$ cat src/rtl/uart_pkg.sv
// Shared UART definitions used by the transmit and receive paths.
package uart_pkg;

    localparam int unsigned DATA_BITS   = 8;
    localparam logic        IDLE_LEVEL  = 1'b1;
    localparam logic        START_LEVEL = 1'b0;

    localparam logic [1:0] ST_IDLE  = 2'd0;
    localparam logic [1:0] ST_START = 2'd1;
    localparam logic [1:0] ST_DATA  = 2'd2;
    localparam logic [1:0] ST_STOP  = 2'd3;

endpackage

$ cat src/rtl/uart_tx_buffered_if.sv
// Byte push handshake into the buffered UART transmitter.
interface uart_tx_buffered_if;
    import uart_pkg::*;

    logic [DATA_BITS-1:0] i_data;
    logic                 i_valid;
    logic                 o_ready;

    modport master (output i_data, output i_valid, input o_ready);
    modport slave  (input i_data, input i_valid, output o_ready);

endinterface

$ cat src/rtl/uart_fifo.sv
// Synchronous byte FIFO; full/empty come from the occupancy count.
module uart_fifo #(
    parameter int unsigned WIDTH = 8,
    parameter int unsigned DEPTH = 4
) (
    input  logic                     i_clk,
    input  logic                     i_rst,
    input  logic                     i_push,
    input  logic                     i_pop,
    input  logic [WIDTH-1:0]         i_data,
    output logic [WIDTH-1:0]         o_data,
    output logic [$clog2(DEPTH):0]   o_count,
    output logic                     o_ready
);
    localparam int unsigned PTR_W = $clog2(DEPTH);
    localparam int unsigned CNT_W = PTR_W + 1;

    logic [WIDTH-1:0] r_mem [DEPTH];
    logic [PTR_W-1:0] r_wr_ptr;
    logic [PTR_W-1:0] r_rd_ptr;
    logic [CNT_W-1:0] r_count;
    logic             r_ready;
    logic [CNT_W-1:0] w_count_d;
    logic             w_do_push;
    logic             w_do_pop;

    // A full FIFO refuses the push even when a pop frees a slot this cycle.
    assign w_do_push = i_push && r_ready;
    assign w_do_pop  = i_pop && (r_count != '0);

    always_comb begin
        w_count_d = r_count;
        if (w_do_push && !w_do_pop) begin
            w_count_d = r_count + 1'b1;
        end else if (!w_do_push && w_do_pop) begin
            w_count_d = r_count - 1'b1;
        end
    end

    always_ff @(posedge i_clk) begin
        if (i_rst) begin
            r_wr_ptr <= '0;
            r_rd_ptr <= '0;
            r_count  <= '0;
            r_ready  <= 1'b1;
        end else begin
            if (w_do_push) begin
                r_wr_ptr <= r_wr_ptr + 1'b1;
            end
            if (w_do_pop) begin
                r_rd_ptr <= r_rd_ptr + 1'b1;
            end
            r_count <= w_count_d;
            r_ready <= (w_count_d != CNT_W'(DEPTH));
        end
    end

    always_ff @(posedge i_clk) begin
        if (w_do_push) begin
            r_mem[r_wr_ptr] <= i_data;
        end
    end

    assign o_data  = r_mem[r_rd_ptr];
    assign o_count = r_count;
    assign o_ready = r_ready;

endmodule

$ cat src/rtl/uart_tx_buffered.sv
// 8N1 UART transmitter fed from a small byte FIFO; bit timing advances on i_en ticks.
module uart_tx_buffered
    import uart_pkg::*;
#(
    parameter int unsigned OSR   = 16,
    parameter int unsigned DEPTH = 4
) (
    input  logic                   i_clk,
    input  logic                   i_rst,
    input  logic                   i_en,
    uart_tx_buffered_if.slave      io_bus,
    output logic                   o_tx,
    output logic                   o_busy,
    output logic [$clog2(DEPTH):0] o_count
);
    localparam int unsigned TICK_W = (OSR > 1) ? $clog2(OSR) : 1;

    logic [1:0]           r_state;
    logic [TICK_W-1:0]    r_tick;
    logic [2:0]           r_bit_idx;
    logic [DATA_BITS-1:0] r_shift;
    logic                 r_tx;

    logic                 w_push;
    logic                 w_pop;
    logic                 w_ready;
    logic                 w_tick_last;
    logic [DATA_BITS-1:0] w_head;

    assign w_push      = io_bus.i_valid && w_ready;
    assign w_tick_last = (r_tick == TICK_W'(OSR - 1));
    // Pop when leaving IDLE or at the end of a stop bit, so queued frames run back to back.
    assign w_pop = i_en && (o_count != '0) &&
                   ((r_state == ST_IDLE) || ((r_state == ST_STOP) && w_tick_last));

    uart_fifo #(
        .WIDTH (DATA_BITS),
        .DEPTH (DEPTH)
    ) u_fifo (
        .i_clk   (i_clk),
        .i_rst   (i_rst),
        .i_push  (w_push),
        .i_pop   (w_pop),
        .i_data  (io_bus.i_data),
        .o_data  (w_head),
        .o_count (o_count),
        .o_ready (w_ready)
    );

    always_ff @(posedge i_clk) begin
        if (i_rst) begin
            r_state   <= ST_IDLE;
            r_tick    <= '0;
            r_bit_idx <= '0;
            r_shift   <= '0;
            r_tx      <= IDLE_LEVEL;
        end else if (i_en) begin
            case (r_state)
                ST_IDLE: begin
                    if (w_pop) begin
                        r_shift <= w_head;
                        r_tick  <= '0;
                        r_tx    <= START_LEVEL;
                        r_state <= ST_START;
                    end
                end
                ST_START: begin
                    if (w_tick_last) begin
                        r_tick  <= '0;
                        r_tx    <= r_shift[0];
                        r_state <= ST_DATA;
                    end else begin
                        r_tick <= r_tick + 1'b1;
                    end
                end
                ST_DATA: begin
                    if (w_tick_last) begin
                        r_tick <= '0;
                        if (r_bit_idx == 3'(DATA_BITS - 1)) begin
                            r_bit_idx <= '0;
                            r_tx      <= IDLE_LEVEL;
                            r_state   <= ST_STOP;
                        end else begin
                            r_bit_idx <= r_bit_idx + 1'b1;
                            r_shift   <= r_shift >> 1;
                            r_tx      <= r_shift[1];
                        end
                    end else begin
                        r_tick <= r_tick + 1'b1;
                    end
                end
                ST_STOP: begin
                    if (w_tick_last) begin
                        r_tick <= '0;
                        if (w_pop) begin
                            r_shift <= w_head;
                            r_tx    <= START_LEVEL;
                            r_state <= ST_START;
                        end else begin
                            r_state <= ST_IDLE;
                        end
                    end else begin
                        r_tick <= r_tick + 1'b1;
                    end
                end
                default: r_state <= ST_IDLE;
            endcase
        end
    end

    assign io_bus.o_ready = w_ready;
    assign o_tx           = r_tx;
    assign o_busy         = (r_state != ST_IDLE);

endmodule

$ cat src/flat_wrapper.sv
// flat-port wrapper written by rule: the top's interface ports become plain ports
module uart_tx_buffered_flat import uart_pkg::*;
#(
    parameter int unsigned OSR   = 16,
    parameter int unsigned DEPTH = 4
)
  (i_clk, i_rst, i_en, o_tx, o_busy, o_count, io_bus_i_data, io_bus_i_valid, io_bus_o_ready);
  uart_tx_buffered_if io_bus_i ();
  input  logic i_clk;
  input  logic i_rst;
  input  logic i_en;
  output logic o_tx;
  output logic o_busy;
  output logic [$clog2(DEPTH):0] o_count;
  input wire logic [$bits(io_bus_i.i_data)-1:0] io_bus_i_data;
  input wire logic [$bits(io_bus_i.i_valid)-1:0] io_bus_i_valid;
  output wire logic [$bits(io_bus_i.o_ready)-1:0] io_bus_o_ready;
  assign io_bus_i.i_data = io_bus_i_data;
  assign io_bus_i.i_valid = io_bus_i_valid;
  assign io_bus_o_ready = io_bus_i.o_ready;
  uart_tx_buffered #(.OSR(OSR), .DEPTH(DEPTH)) u_core (.i_clk(i_clk), .i_rst(i_rst), .i_en(i_en), .io_bus(io_bus_i), .o_tx(o_tx), .o_busy(o_busy), .o_count(o_count));
endmodule
$ cat config.mk
export PLATFORM = sky130hd
export DESIGN_NAME = uart_tx_buffered_flat
export DESIGN_NICKNAME = d
export VERILOG_FILES = /design/src/rtl/uart_pkg.sv /design/src/rtl/uart_tx_buffered_if.sv /design/src/rtl/uart_fifo.sv /design/src/rtl/uart_tx_buffered.sv /design/src/flat_wrapper.sv
export SDC_FILE = /design/constraint.sdc
export NUM_CORES = 1
export LEC_CHECK = 0
export ABC_AREA = 1
export BUFFER_PORTS_ARGS = -buffer_cell sky130_fd_sc_hd__buf_2
export CELL_PAD_IN_SITES_DETAIL_PLACEMENT = 1
export CELL_PAD_IN_SITES_GLOBAL_PLACEMENT = 2
export CORE_MARGIN = 2
export CORE_UTILIZATION = 40
export CTS_CLUSTER_DIAMETER = 200
export DETAILED_ROUTE_END_ITERATION = 8
export GPL_ROUTABILITY_DRIVEN = 0
export MAX_ROUTING_LAYER = met4
export PLACE_DENSITY_LB_ADDON = 0.12
export SYNTH_ARGS = -nofsm -noshare
export SYNTH_HDL_FRONTEND = slang
export SYNTH_SLANG_ARGS = --single-unit
$ cat constraint.sdc
create_clock -name i_clk -period 2.8 [get_ports i_clk]
set_input_delay 0.28 -clock i_clk [delete_from_list [all_inputs] [get_ports i_clk]]
set_output_delay 0.28 -clock i_clk [all_outputs]
set_load 0.005 [all_outputs]
# ---- Word level (Yosys, flattened, before mapping)
# Memories as Yosys holds them, arrays and structs flattened. A register that Yosys moved wholly into a read port is not among the register bits.
# Cells that the tools add are included.
dict set report word_totals {
  regBits 26
  ram_bits 32
  wordCells 77
  memories 1
}
dict set report op_classes {
  add_sub_neg 6
  eq_ne 12
  mux 28
  n_reduce_logical 21
}
# name depth word_bits read_ports rd_ports_with_merged_regs write_ports line_no
set mem_list {}
lappend mem_list {u_core.u_fifo.r_mem 4 8 1 1 1 uart_fifo.sv:18} ;# logic [WIDTH-1:0] r_mem [DEPTH];
# operator count
set ops {}
lappend ops {{8-bit two-way mux} 4}
lappend ops {{8-bit one-hot mux with 3 select lines} 1}
lappend ops {{2-bit two-way mux} 7}
lappend ops {{3-bit two-way mux} 3}
lappend ops {{1-bit logical AND} 8}
lappend ops {{1-bit two-way mux} 8}
lappend ops {{4-bit two-way mux} 2}
lappend ops {{2-bit by 1-bit inequality test with 1-bit output (second input constant)} 4}
lappend ops {{2-bit one-hot mux with 4 select lines} 1}
lappend ops {{4-bit one-hot mux with 2 select lines} 1}
lappend ops {{3-bit by 1-bit adder with 3-bit output (second input constant)} 2}
lappend ops {{6-bit AND reduction} 1}
lappend ops {{3-bit nonzero test} 2}
lappend ops {{5-bit AND reduction} 1}
lappend ops {{2-bit by 1-bit adder with 2-bit output (second input constant)} 2}
lappend ops {{4-bit by 1-bit adder with 4-bit output (second input constant)} 1}
lappend ops {{2-bit equality test (second input constant)} 2}
lappend ops {{4-bit equality test (second input constant)} 1}
lappend ops {{2-bit inequality test (second input constant)} 2}
lappend ops {{1-bit one-hot mux with 4 select lines} 1}
lappend ops {{4-bit AND reduction} 1}
lappend ops {{3-bit equality test (second input constant)} 1}
lappend ops {{3-bit inequality test (second input constant)} 1}
lappend ops {{3-bit AND reduction} 1}
lappend ops {{8 further kinds} 9}

# ---- Depth between registers and ports, before layout
# Gate-level depths: netlist (run 1).
dict set report depth {
  ltp_word 9
  ltp_mapped 11
  ltp_nobuf 11
}

# ---- By module
# Synthesis (run 1) repeated with hierarchy kept, for this count alone.
dict set report hier_totals {
  hier_cells 313
  area_unflattened_um2 2840.2
}
# module n_inst cells_per_inst area_per_inst_um2 seq_area_each_um2
set by_module_without_submodules {}
lappend by_module_without_submodules {uart_fifo 1 145 1716.6 1161.1}
lappend by_module_without_submodules {uart_tx_buffered 1 168 1123.6 360.3}

# ---- Worst setup path after synthesis (run 1)
# No wires, ideal clock.
dict set report synth_timing {
  kind {flip-flop to flip-flop}
  startpoint {register u_core.r_bit_idx[0]}
  endpoint {register u_core.r_shift[1]}
  setup_time_ps 112
  t_arrival_ps 1421
  required_time_ps 2688
  slack_ps 1267
  path_stages_with_launch 10
  path_buffers 1
  period_less_slack_ps 1533
  path_cell_list {dfxtp_1 > ha_1 > ha_1 > a21oi_1 > o21ai_2 > nor2_4 > nand2_4 > buf_6 > nor2_1 > nor2_1}
}
dict set report synth_between {
  elab_chain_len 3
}
# element line_no
set synth_lines {}
lappend synth_lines {{start: declaration} uart_tx_buffered.sv:20} ;# logic [2:0] r_bit_idx;
lappend synth_lines {{start signal: assignment} uart_tx_buffered.sv:84} ;# r_bit_idx <= r_bit_idx + 1'b1;
lappend synth_lines {{3-bit equality test} uart_tx_buffered.sv:79} ;# if (r_bit_idx == 3'(DATA_BITS - 1)) begin
lappend synth_lines {{2-bit inequality test (no source line)} n/a}
lappend synth_lines {{5-bit AND reduction (no source line)} n/a}
lappend synth_lines {{end signal: assignment} uart_tx_buffered.sv:61} ;# r_shift <= w_head;
lappend synth_lines {{end signal: assignment} uart_tx_buffered.sv:85} ;# r_shift <= r_shift >> 1;
lappend synth_lines {{end signal: assignment} uart_tx_buffered.sv:96} ;# r_shift <= w_head;
lappend synth_lines {{end: declaration} uart_tx_buffered.sv:21} ;# logic [DATA_BITS-1:0] r_shift;
# Every way passes these cells.
# A chain may end at the register's enable or synchronous reset.

# ---- Worst setup path after layout (run 1)
dict set report layout_timing {
  startpoint {register u_core.r_state[0]}
  endpoint {register u_core.r_state[0]}
}
dict set report layout_between {
  elab_chain_len 7
}
# element line_no
set layout_lines {}
lappend layout_lines {{start: declaration} uart_tx_buffered.sv:18} ;# logic [1:0] r_state;
lappend layout_lines {{start signal: assignment} uart_tx_buffered.sv:52} ;# r_state <= ST_IDLE;
lappend layout_lines {{start signal: assignment} uart_tx_buffered.sv:64} ;# r_state <= ST_START;
lappend layout_lines {{start signal: assignment} uart_tx_buffered.sv:71} ;# r_state <= ST_DATA;
lappend layout_lines {{2-bit equality test} {uart_tx_buffered.sv:34, uart_tx_buffered.sv:58}}
lappend layout_lines {{1-bit logical AND} uart_tx_buffered.sv:34} ;# ((r_state == ST_IDLE) || ((r_state == ST_STOP) && w_tick_last));
lappend layout_lines {{1-bit logical OR} uart_tx_buffered.sv:34}
lappend layout_lines {{1-bit logical AND} uart_tx_buffered.sv:33} ;# assign w_pop = i_en && (o_count != '0) &&
lappend layout_lines {{1-bit two-way mux} uart_tx_buffered.sv:95} ;# if (w_pop) begin
lappend layout_lines {{2-bit two-way mux} uart_tx_buffered.sv:93} ;# if (w_tick_last) begin
lappend layout_lines {{2-bit one-hot mux with 4 select lines} uart_tx_buffered.sv:58} ;# case (r_state)
# Parallel ways exist; a longest one is shown, timed or not. The select of a mux whose other input is x is not followed.

==> run summary, run 1 <==
Status = finished, final reports clean
# DRC = 0
Data required time at the worst endpoint = 3.03 ns
Maximum number of pins on one net before global-route repair = 21
Total Wirelength = 6006 µm
Cell taking the most area after synthesis = edfxtp_1
Pwr Density = 880.5 nW/µm²
Die height = 87.80 µm
DRT Pass-1 Iters = 4
Net switching power = 1.029 mW
Synth top area cells = edfxtp_1, dfxtp_1, ha_1, nor2_1, o21ai_0
Crit end category = flip-flop
F_max = 0.5384 GHz
Dpl cells = 413
GRT Overall Usage = 0.1806
Synth Register Bits = 60
Cell Area, Synth = 2809 µm²
Fin crit share = 0.6633
Final Hold Viols = 0
Critical path peak fanout = 17
Worst Tran Pin Value = 0.8165 ns
Fin Setup TNS = 0 ns
CTS Root Cell = clkbuf_8
Post-CTS resize count = 0
DR iter-0 viols = 102
Worst Slack Setup Final = 0.9428 ns
Initial Utilization = 0.4134
Maximum vdd ir drop = 0.4042 mV
Maximum clock insertion buffer count = 2
RSZ-0062 raised after global routing = no
Final setup fails = 0
Flop pwr share = 0.411
Max_cap viols = 0
Mapped Nets = 337
YS warnings = 0
Initial antenna violation count = 0
Share of Yosys cell area claimed by the top area cell type = 0.3421
Mean Syn Cell Area = 9.090 µm²
Max_slew headroom = 0.4536
Layout cells sized above 1 = 0.1502
Detailed Place HPWL = 4314 µm
Final ANT Viol Nets = 0
Die span in x = 87.80 µm
Arr. time, crit path = 2.09 ns
Post-CTS Setup Bufs = 0
Synth Area in Simple Gates = 0.1777
CTS Hold Bufs = 0
Gate power share = 0.304
Std-Cell Rows = 30
Startpoint Class = flip-flop
CTS Sinks = 60
Int Pwr = 1.758 mW
Area Overhead vs Synth = 12.65%
Fin nets = 356
Shortest period the worst path allows = 1.857 ns
Clock Power Share = 0.285
Core area = 6794 µm²
CTS buffer count = 9
Post-synthesis mux area share = 0
Via Count = 2058
Final core utilization = 0.4657
Seq/Total Area, Yosys = 0.5416
IO Count = 18
Die Area = 7709 µm²
Crit Path Category = reg -> reg
Clock skew = 0.005077 ns
Sw Ratio = 0.3692
H-Tree Depth = 3
Grt ovf = 0
Synth Instances = 309
First-pass GRT wire length = 10070 µm
Vias in the first global route = 2039
Worst skew pair latency = 0.34 ns
Pleak = 1.339 nW
Clk slew on worst S/H paths = 0.07 ns
Final Non-Filler Cells = 429
Slew Viols, Final = 0
Largest family of logic cells by synthesized area = simple AND/OR/NAND/NOR gates
Number of port buffers = 17
R2R Setup Slk = 0.94 ns
Distinct cell type count after synthesis = 29
Drt wl/cell = 14.00 µm
Pre-CTS WS = 0.9673 ns
Post-Synth Adder-Cell Area = 0.07127
Synth Area in Compound Gates = 0.1367
CTS tree = done
Post-synthesis xor/xnor area fraction = 0.006236
Vias per cell = 4.797
Diodes inserted = 0
Hold/Removal Path Class = in -> reg
Hold slack final = 0.1518 ns
-- logic make-up (layout without fill, tap and decap cells) --
family | Yosys count | after routing
and+or+nand+nor | 115 | 115
AOI/OAI and AO/OA | 71 | 71
DFF | 60 | 60
buffers and inverters | 45 | 69
adders and majority gates | 16 | 16
xor gates and xnor gates | 2 | 2
-- path summary, 6_finish.rpt --
kind,depth (start not counted),from,end
max,8,u_core.r_state[0],u_core.r_state[0]
min,1,io_bus_i_data[3],u_core.u_fifo.r_mem[3][3]
max reg2reg,8,u_core.r_state[0],u_core.r_state[0]
min reg2reg,2,u_core.r_shift[7],u_core.r_shift[7]
-- Yosys cell counts --
| library cell | instances |
|---|---|
| inv_1 | 32 |
| o21ai_1 | 9 |
| o211ai_1 | 1 |
| buf_6 | 1 |
| inv_2 | 3 |
| nor3_1 | 2 |
| buf_2 | 4 |
| nand2_4 | 3 |
| nand2_1 | 39 |
| o21ai_2 | 2 |
| nor2_1 | 53 |
| nand3_1 | 9 |
| clkinv_2 | 1 |
| ha_1 | 16 |
| nand4_1 | 2 |
| nand2_2 | 4 |
| o211a_1 | 1 |
| nor2_4 | 1 |
| xor2_1 | 2 |
| nor2_2 | 1 |
| a21oi_4 | 1 |
| a21oi_1 | 19 |
| dfxtp_1 | 28 |
| edfxtp_1 | 32 |
| nand3_2 | 1 |
| o21ai_0 | 37 |
| o21a_1 | 1 |
| clkbuf_1 | 3 |
| buf_4 | 1 |
-- power by group through the flow --
stage	combinational [mW]	sequential, mW	clock [mW]
after detailed placement	0.851	1.17	0
after floorplan	0.679	1.12	0
after global routing	0.981	1.17	0.851
after CTS	0.856	1.15	0.825
final	0.846	1.15	0.795
after global placement	0.832	1.16	0
-- stage by stage --
step	total power, mW	instance area [µm²]
4_1_cts	2.827	3164
2_1_floorplan	1.804	2809
3_3_place_gp	1.994	2964
3_5_place_dp	2.017	2964
6_report	2.786	3164
5_1_grt	2.997	3164
-- metal layers --
metal  global-route usage  share of wire
met1               0.2363           0.49
met2               0.2645           0.46
met3              0.03676          0.026
met4              0.09231          0.019
met5                    -              0
-- worst max-delay path: stages, from the launching register on --
cell,delay [ns]
dfxtp_1,0.42
inv_1,0.11
ha_1,0.27
inv_2,0.24
o21ai_2,0.13
nor2_1,0.20
nand2_1,0.12
o21ai_0,0.17
a21oi_1,0.08
-- state kept, by name (all words and copies together) (netlist names), named ones only --
signal,count
u_core.u_fifo.r_mem,32
u_core.r_shift,8
u_core.r_tick,4
u_core.r_bit_idx,3
u_core.u_fifo.o_count,3
u_core.r_state,2
u_core.u_fifo.r_rd_ptr,2
u_core.u_fifo.r_wr_ptr,2
u_core.o_tx,1
u_core.u_fifo.o_ready,1
-- final cells by class --
| class | count | area, µm² |
|---|---|---|
| fill | 819 | 3630 |
| sequential | 60 | 1521 |
| multi-input combinational | 204 | 1101 |
| inverter | 36 | 136.4 |
| clock buffer | 9 | 123.9 |
| tap | 96 | 120.1 |
| timing repair buffer | 17 | 85.08 |
| clock inverter | 7 | 76.32 |
-- cell usage in the layout (no fill, tap or decap), drive strengths merged --
cell      count
clkbuf        9
o21a          1
nor3          2
clkinv        4
nand3        10
a21oi        20
dfxtp        28
nor2         55
clkinvlp      2
o21ai        48
inv          36
buf          17
edfxtp       32
o211a         1
o211ai        1
xor2          2
nand4         2
bufinv        1
nand2        46
ha           16
Power figures use the tool's default switching activity.
==> run 2, diff against run 1 <==
- ABC_AREA: 1 -> 0
- clock period: 2.8 -> 1.9 ns (I/O delays scaled with it)
==> run 2 against run 1 <==
  * Worst setup slack worse by 0.90 ns
  * Total power up 60%
  * Sequential share of layout area down 3.6 points
  * Die area up 0.84%
  * Maximum frequency up 0.11%
  * Global-route usage down 0.34 points
==> run summary, run 2 <==
Final Hold Viols = 0 (unchanged)
Post-synth top cells = edfxtp_1, dfxtp_1, a21oi_1, ha_1, nor2_1
Die height = 88.17 µm (+0.42%)
Crit Reg-Reg Endpoint = u_core.r_shift[1]
Commonest non-fill, non-tap cell in the layout = edfxtp_1
Grt ovf = 0 (unchanged)
Top_reg_cell synth = edfxtp_1
R2r worst-path depth = 8 (unchanged)
Initial antenna violation count = 0 (unchanged)
Area of the multi-input gates = 1324 µm² (+20%)
Seq/Total Area, Yosys = 0.5369 (-0.004783)
# DRC = 0 (unchanged)
Flop pwr share = 0.371 (-0.040)
Int Pwr = 2.927 mW (+67%)
DRT Pass-1 Iters = 4 (unchanged)
Max_cap viols = 0 (unchanged)
CTS Sinks = 60 (unchanged)
First-pass GRT wire length = 9846 µm (-2.3%)
Final setup fails = 0 (unchanged)
Clock skew = 0.004494 ns (-0.0005828 ns)
Die span in x = 88.17 µm (+0.42%)
Area Overhead vs Synth = 21.02%
YS warnings = 0 (unchanged)
CP startpoint = u_core.r_state[0]
DR iter-0 viols = 79 (-23%)
Hold Path Depth = 1 (unchanged)
GRT Overall Usage = 0.1772 (-0.003353)
EDFF count, synth = 32 (unchanged)
Filler cells = 743 (-9.3%)
Maximum number of pins on one net before global-route repair = 29 (+38%)
Clock Power Share = 0.262 (-0.023)
Distinct cell type count after synthesis = 54 (+86%)
F_max = 0.5390 GHz (+0.11%)
CTS buffer count = 9 (unchanged)
Most frequent cells in the layout = edfxtp_1, dfxtp_1, buf_4
Asr flop ratio synth = 0 (unchanged)
Worst Tran Pin Value = 0.5731 ns (-0.2435 ns)
Maximum clock insertion buffer count = 2 (unchanged)
Cell taking the most area after synthesis = edfxtp_1
Shortest period the worst path allows = 1.855 ns (-0.002104 ns)
Mapped Nets = 258 (-23%)
Die Area = 7774 µm² (+0.84%)
Hold slack final = 0.06214 ns (-0.08963 ns)
Biggest registers after layout = u_core.u_fifo.r_mem: 32 flops, u_core.r_shift: 8 flops, u_core.r_tick: 4 flops
Data required time at the worst endpoint = 2.17 ns (-0.86 ns)
Top reg by flops = u_core.u_fifo.r_mem
R2R Setup Slk = 0.04 ns (-0.90 ns)
Crit end category = flip-flop
Sw Ratio = 0.3423 (-0.02686)
RSZ-0062 raised after global routing = yes
Total Wirelength = 6230 µm (+3.7%)
Core area = 6832 µm² (+0.55%)
Hold_sp = io_bus_i_data[6]
Net switching power = 1.524 mW (+48%)
CTS tree = done
Pwr Density = 1298 nW/µm² (+47%)
Crit Path Category = reg -> reg
Pleak = 1.283 nW (-4.1%)
Critical path peak fanout = 6 (-11)
Reg area = 1525 µm² (+0.25%)
Initial Utilization = 0.4148 (+0.001391)
Layout cells sized above 1 = 0.3162 (+0.1660)
Startpoint Class = flip-flop
Worst skew pair latency = 0.34 ns (about the same)
Diodes inserted = 0 (unchanged)
Arr. time, crit path = 2.12 ns (+0.03 ns)
Synth Instances = 230 (-26%)
Final ANT Viol Nets = 0 (unchanged)
Maximum vdd ir drop = 0.5248 mV (+30%)
Worst r2r src = u_core.r_state[0]
Vias in the first global route = 1935 (-5.1%)
CTS Root Cell = clkbuf_8
Synth Register Bits = 60 (unchanged)
Share of Yosys cell area claimed by the top area cell type = 0.3391 (-0.003021)
Detailed Place HPWL = 4256 µm (-1.3%)
Drt wl/cell = 16.93 µm (+21%)
Fin nets = 295 (-17%)
Slew Viols, Final = 0 (unchanged)
Via Count = 1937 (-5.9%)
Status = finished, final reports clean
Synth top area cells = edfxtp_1, dfxtp_1, ha_1, mux4_2, mux2i_1
Clk slew on worst S/H paths = 0.07 ns (about the same)
Largest register FFs = 32 (unchanged)
Total power = 4.451 mW (+60%)
Number of port buffers = 17 (unchanged)
Gate power share = 0.367 (+0.063)
IO Count = 18 (unchanged)
H-Tree Depth = 3 (unchanged)
Hold/Removal Path Class = in -> reg
Mean Syn Cell Area = 12.32 µm² (+36%)
Fin crit share = 0.9764 (+0.3131)
Std-Cell Rows = 30 (unchanged)
Hold Path Sink = u_core.u_fifo.r_mem[1][6]
Cell Area, Synth = 2834 µm² (+0.89%)
Vias per cell = 5.264 (+9.7%)
Most common cell in the netlist = edfxtp_1
Final core utilization = 0.5020 (+0.03627)
Max_slew headroom = 0.6180 (+0.1643)
run 2: how the worst max path moves through the flow:
stage	endpoint	slack, ns	cells after the start
after CTS	u_core.r_state[0]	-0.008	6
after global placement	u_core.u_fifo.o_ready	-0.01	6
final	u_core.r_shift[1]	0.04	8
after global routing	u_core.r_shift[1]	-0.06	8
after detailed placement	u_core.u_fifo.o_ready	-0.05	6
after floorplan	u_core.r_shift[5]	0.09	8
run 2: layout make-up:
cell class	instances	area share
multi-input combinational	151	0.3860
clock inverter	7	0.02189
tap	96	0.03502
sequential	60	0.4447
inverter	9	0.009850
timing repair buffer	36	0.06640
clock buffer	9	0.03612
run 2: metal layers:
layer  GRT usage  routed length, µm  share of wire
met1      0.2393               3029           0.49
met2      0.2597               2932           0.47
met3     0.04807                172          0.028
met4     0.05785                 95          0.015
met5           -                  0              0
run 2: cells by family after synthesis:
group           synth area share
xor+xnor                0.009273
fa+ha+maj                0.07064
buf+inv                  0.03090
compound gates            0.1082
mux                       0.1060
simple gates              0.1382
flops                     0.5369
run 2: power groups by stage:
| stage | clock network (mW) | logic (mW) | registers, mW |
|---|---|---|---|
| final | 1.17 | 1.63 | 1.65 |
| after global routing | 1.26 | 1.80 | 1.67 |
| after global placement | 0 | 1.42 | 1.66 |
| after detailed placement | 0 | 1.43 | 1.67 |
| after CTS | 1.20 | 1.46 | 1.64 |
| after floorplan | 0 | 0.995 | 1.65 |
run 2: timing repair:
item                       4_1_cts  5_1_grt
setup buffers                    0        4
setup endpoints to repair        8       18
pin swaps                        1        5
resized for setup                2       22
hold endpoints to repair         0        0
hold buffers                     0        0
run 2: through the flow:
stage | cells | worst slack, ns | area [µm²] | setup TNS, ns
final | 368 | 0.04487 | 3430 | 0
after detailed placement | 348 | -0.05462 | 3098 | -0.07456
after global routing | 368 | -0.05963 | 3430 | -0.3362
after global placement | 348 | -0.01281 | 3098 | -0.01281
after CTS | 364 | -0.007964 | 3311 | -0.007964
after floorplan | 230 | 0.08947 | 2834 | 0
run 2: critical path: stages, from the launching register on:
cell,delay [ns]
dfxtp_2,0.36
inv_1,0.13
ha_2,0.24
buf_4,0.16
nor2b_4,0.17
a41oi_4,0.05
buf_4,0.18
or3_1,0.34
a21oi_1,0.15
==> run 3, diff against run 2 <==
- CORE_UTILIZATION: 40 -> 41
==> run 3 against run 2 <==
  * Largest cell class unchanged
  * Non-clock buffer count down 2
  * Via count rose by 0.88%
  * Sequential share of layout area is 0.66 points higher
  * Cell area fell by 1.5%
  * Worst setup slack better by 0.069 ns
  * First-iteration DRC count is 44% lower
  * Die area down 2.3%
  * Routed wire length increased by 2.5%
  * Sequential cell count stayed put
  * Maximum frequency rose by 3.9%
  * Core utilization fell by 0.18 points
==> run summary, run 3 (synthesis results as in run 2) <==
Dpl cell area = 3085 µm² (-0.40%)
Crit Path Category = reg -> reg
F_max = 0.5599 GHz (+3.9%)
Vias per cell = 5.567 (+5.8%)
DRT Pass-1 Iters = 4 (unchanged)
Slew Viols, Final = 0 (unchanged)
Worst Tran Pin Value = 0.5846 ns (+0.01151 ns)
Pleak = 1.258 nW (-2.0%)
Maximum clock insertion buffer count = 2 (unchanged)
Layout cells sized above 1 = 0.3137 (-0.002523)
Finished Cell Area = 3379 µm² (-1.5%)
CTS Sinks = 60 (unchanged)
Number of port buffers = 17 (unchanged)
Final setup fails = 0 (unchanged)
CTS Hold Bufs = 0 (unchanged)
Arr. time, crit path = 1.98 ns (-0.14 ns)
Fin nets = 294 (-0.34%)
H-Tree Depth = 3 (unchanged)
Area Overhead vs Synth = 19.25%
Most frequent cells in the layout = edfxtp_1, dfxtp_1, buf_2, buf_4, a21oi_1
# DRC = 0 (unchanged)
Filler cells = 726 (-2.3%)
Max_slew headroom = 0.6103 (-0.007675)
CTS buffer count = 9 (unchanged)
Clk slew on worst S/H paths = 0.08 ns (about the same)
Data required time at the worst endpoint = 2.10 ns (-0.07 ns)
Critical path peak fanout = 3 (-3)
First-pass GRT wire length = 10290 µm (+4.6%)
Total Wirelength = 6384 µm (+2.5%)
Crit end category = flip-flop
Final ANT Viol Nets = 0 (unchanged)
GRT Overall Usage = 0.1857 (+0.008486)
Shortest period the worst path allows = 1.786 ns (-0.06910 ns)
Initial antenna violation count = 0 (unchanged)
Worst skew pair latency = 0.33 ns (about the same)
Maximum vdd ir drop = 0.5281 mV (+0.63%)
Via Count = 1954 (+0.88%)
Biggest registers after layout = u_core.u_fifo.r_mem: 32 flops, u_core.r_shift: 8 flops, u_core.r_tick: 4 flops
Max_cap viols = 0 (unchanged)
Pwr Density = 1268 nW/µm² (-2.3%)
CTS Root Cell = clkbuf_8
Commonest non-fill, non-tap cell in the layout = edfxtp_1
CTS tree = done
Diodes inserted = 0 (unchanged)
Vias in the first global route = 2057 (+6.3%)
Detailed Place HPWL = 4325 µm (+1.6%)
Grt ovf = 0 (unchanged)
Startpoint Class = flip-flop
RSZ-0062 raised after global routing = yes
Die Area = 7593 µm² (-2.3%)
Die height = 87.14 µm (-1.2%)
Std-Cell Rows = 30 (unchanged)
Final core utilization = 0.5002 (-0.001830)
Drt wl/cell = 18.19 µm (+7.4%)
Initial Utilization = 0.4194 (+0.004609)
Top reg by flops = u_core.u_fifo.r_mem
Fin crit share = 0.9400 (-0.03637)
Hold/Removal Path Class = in -> reg
Maximum number of pins on one net before global-route repair = 29 (unchanged)
Hold slack final = 0.07766 ns (+0.01552 ns)
IO Count = 18 (unchanged)
Status = finished, final reports clean
Core area = 6756 µm² (-1.1%)
Die span in x = 87.14 µm (-1.2%)
DR iter-0 viols = 44 (-44%)
Clock skew = 0.007486 ns (+0.002992 ns)
Final Hold Viols = 0 (unchanged)
Largest register FFs = 32 (unchanged)
[run 3: changes by cell type in the layout (fill, tap and decap cells not counted), sizes merged]
| cell | change |
|---|---|
| buf | -2 |
| bufinv | -1 |
| clkinvlp | +2 |
| clkinv | -1 |
| a41oi | +1 |
[run 3: power by group]
group | switching, mW | internal [mW]
combinational | 0.876 | 0.739
sequential | 0.106 | 1.54
clock | 0.549 | 0.477
total | 1.53 | 2.75
[run 3: final timing paths]
check	start	depth (start not counted)	end	slack, ns
setup / recovery	u_core.r_bit_idx[0]	7	u_core.r_state[1]	0.11
hold / removal	io_bus_i_data[1]	1	u_core.u_fifo.r_mem[1][1]	0.08
setup reg to reg	u_core.r_bit_idx[0]	7	u_core.r_state[1]	0.11
hold reg to reg	u_core.r_shift[7]	2	u_core.r_shift[7]	0.48
[run 3: area by class of cell]
cell class / instances / area, µm² / area share
clock buffer: 9 / 123.9 / 0.03665
clock inverter: 7 / 51.30 / 0.01518
inverter: 9 / 33.78 / 0.009996
multi-input combinational: 152 / 1333 / 0.3943
sequential: 60 / 1525 / 0.4513
tap: 80 / 100.1 / 0.02962
timing repair buffer: 34 / 212.7 / 0.06294
[run 3: metrics by stage]
step	TNS, ns	instances	worst slack, ns	total power, mW
after floorplan	0	230	0.08947	2.643
after global placement	-0.09539	333	-0.08091	3.073
after detailed placement	-0.1247	333	-0.06568	3.100
after CTS	0	349	0.002019	4.185
after global routing	-0.01159	351	-0.006747	4.588
final	0	351	0.1140	4.285
[run 3: critical path, stage by stage, from the launching register on]
cell and delay (ns):
dfxtp_2 0.33, ha_1 0.19, ha_2 0.19, and4_4 0.20, o311ai_4 0.32, buf_4 0.18
mux2i_1 0.18, nor2_1 0.06
[run 3: per-layer routing]
layer  vias up  wire (µm)  GRT usage
met2        26       3066     0.2908
met1       965       3044     0.2388
met4         0        102    0.06713
li1        953          -          -
met5         -          0          -
met3        10        171    0.03981
[run 3: what timing repair did]
action	CTS	global route
gates resized for setup	4	19
setup buffers	0	1
pin swaps	1	4
setup endpoints to repair	11	17
cloned	0	1
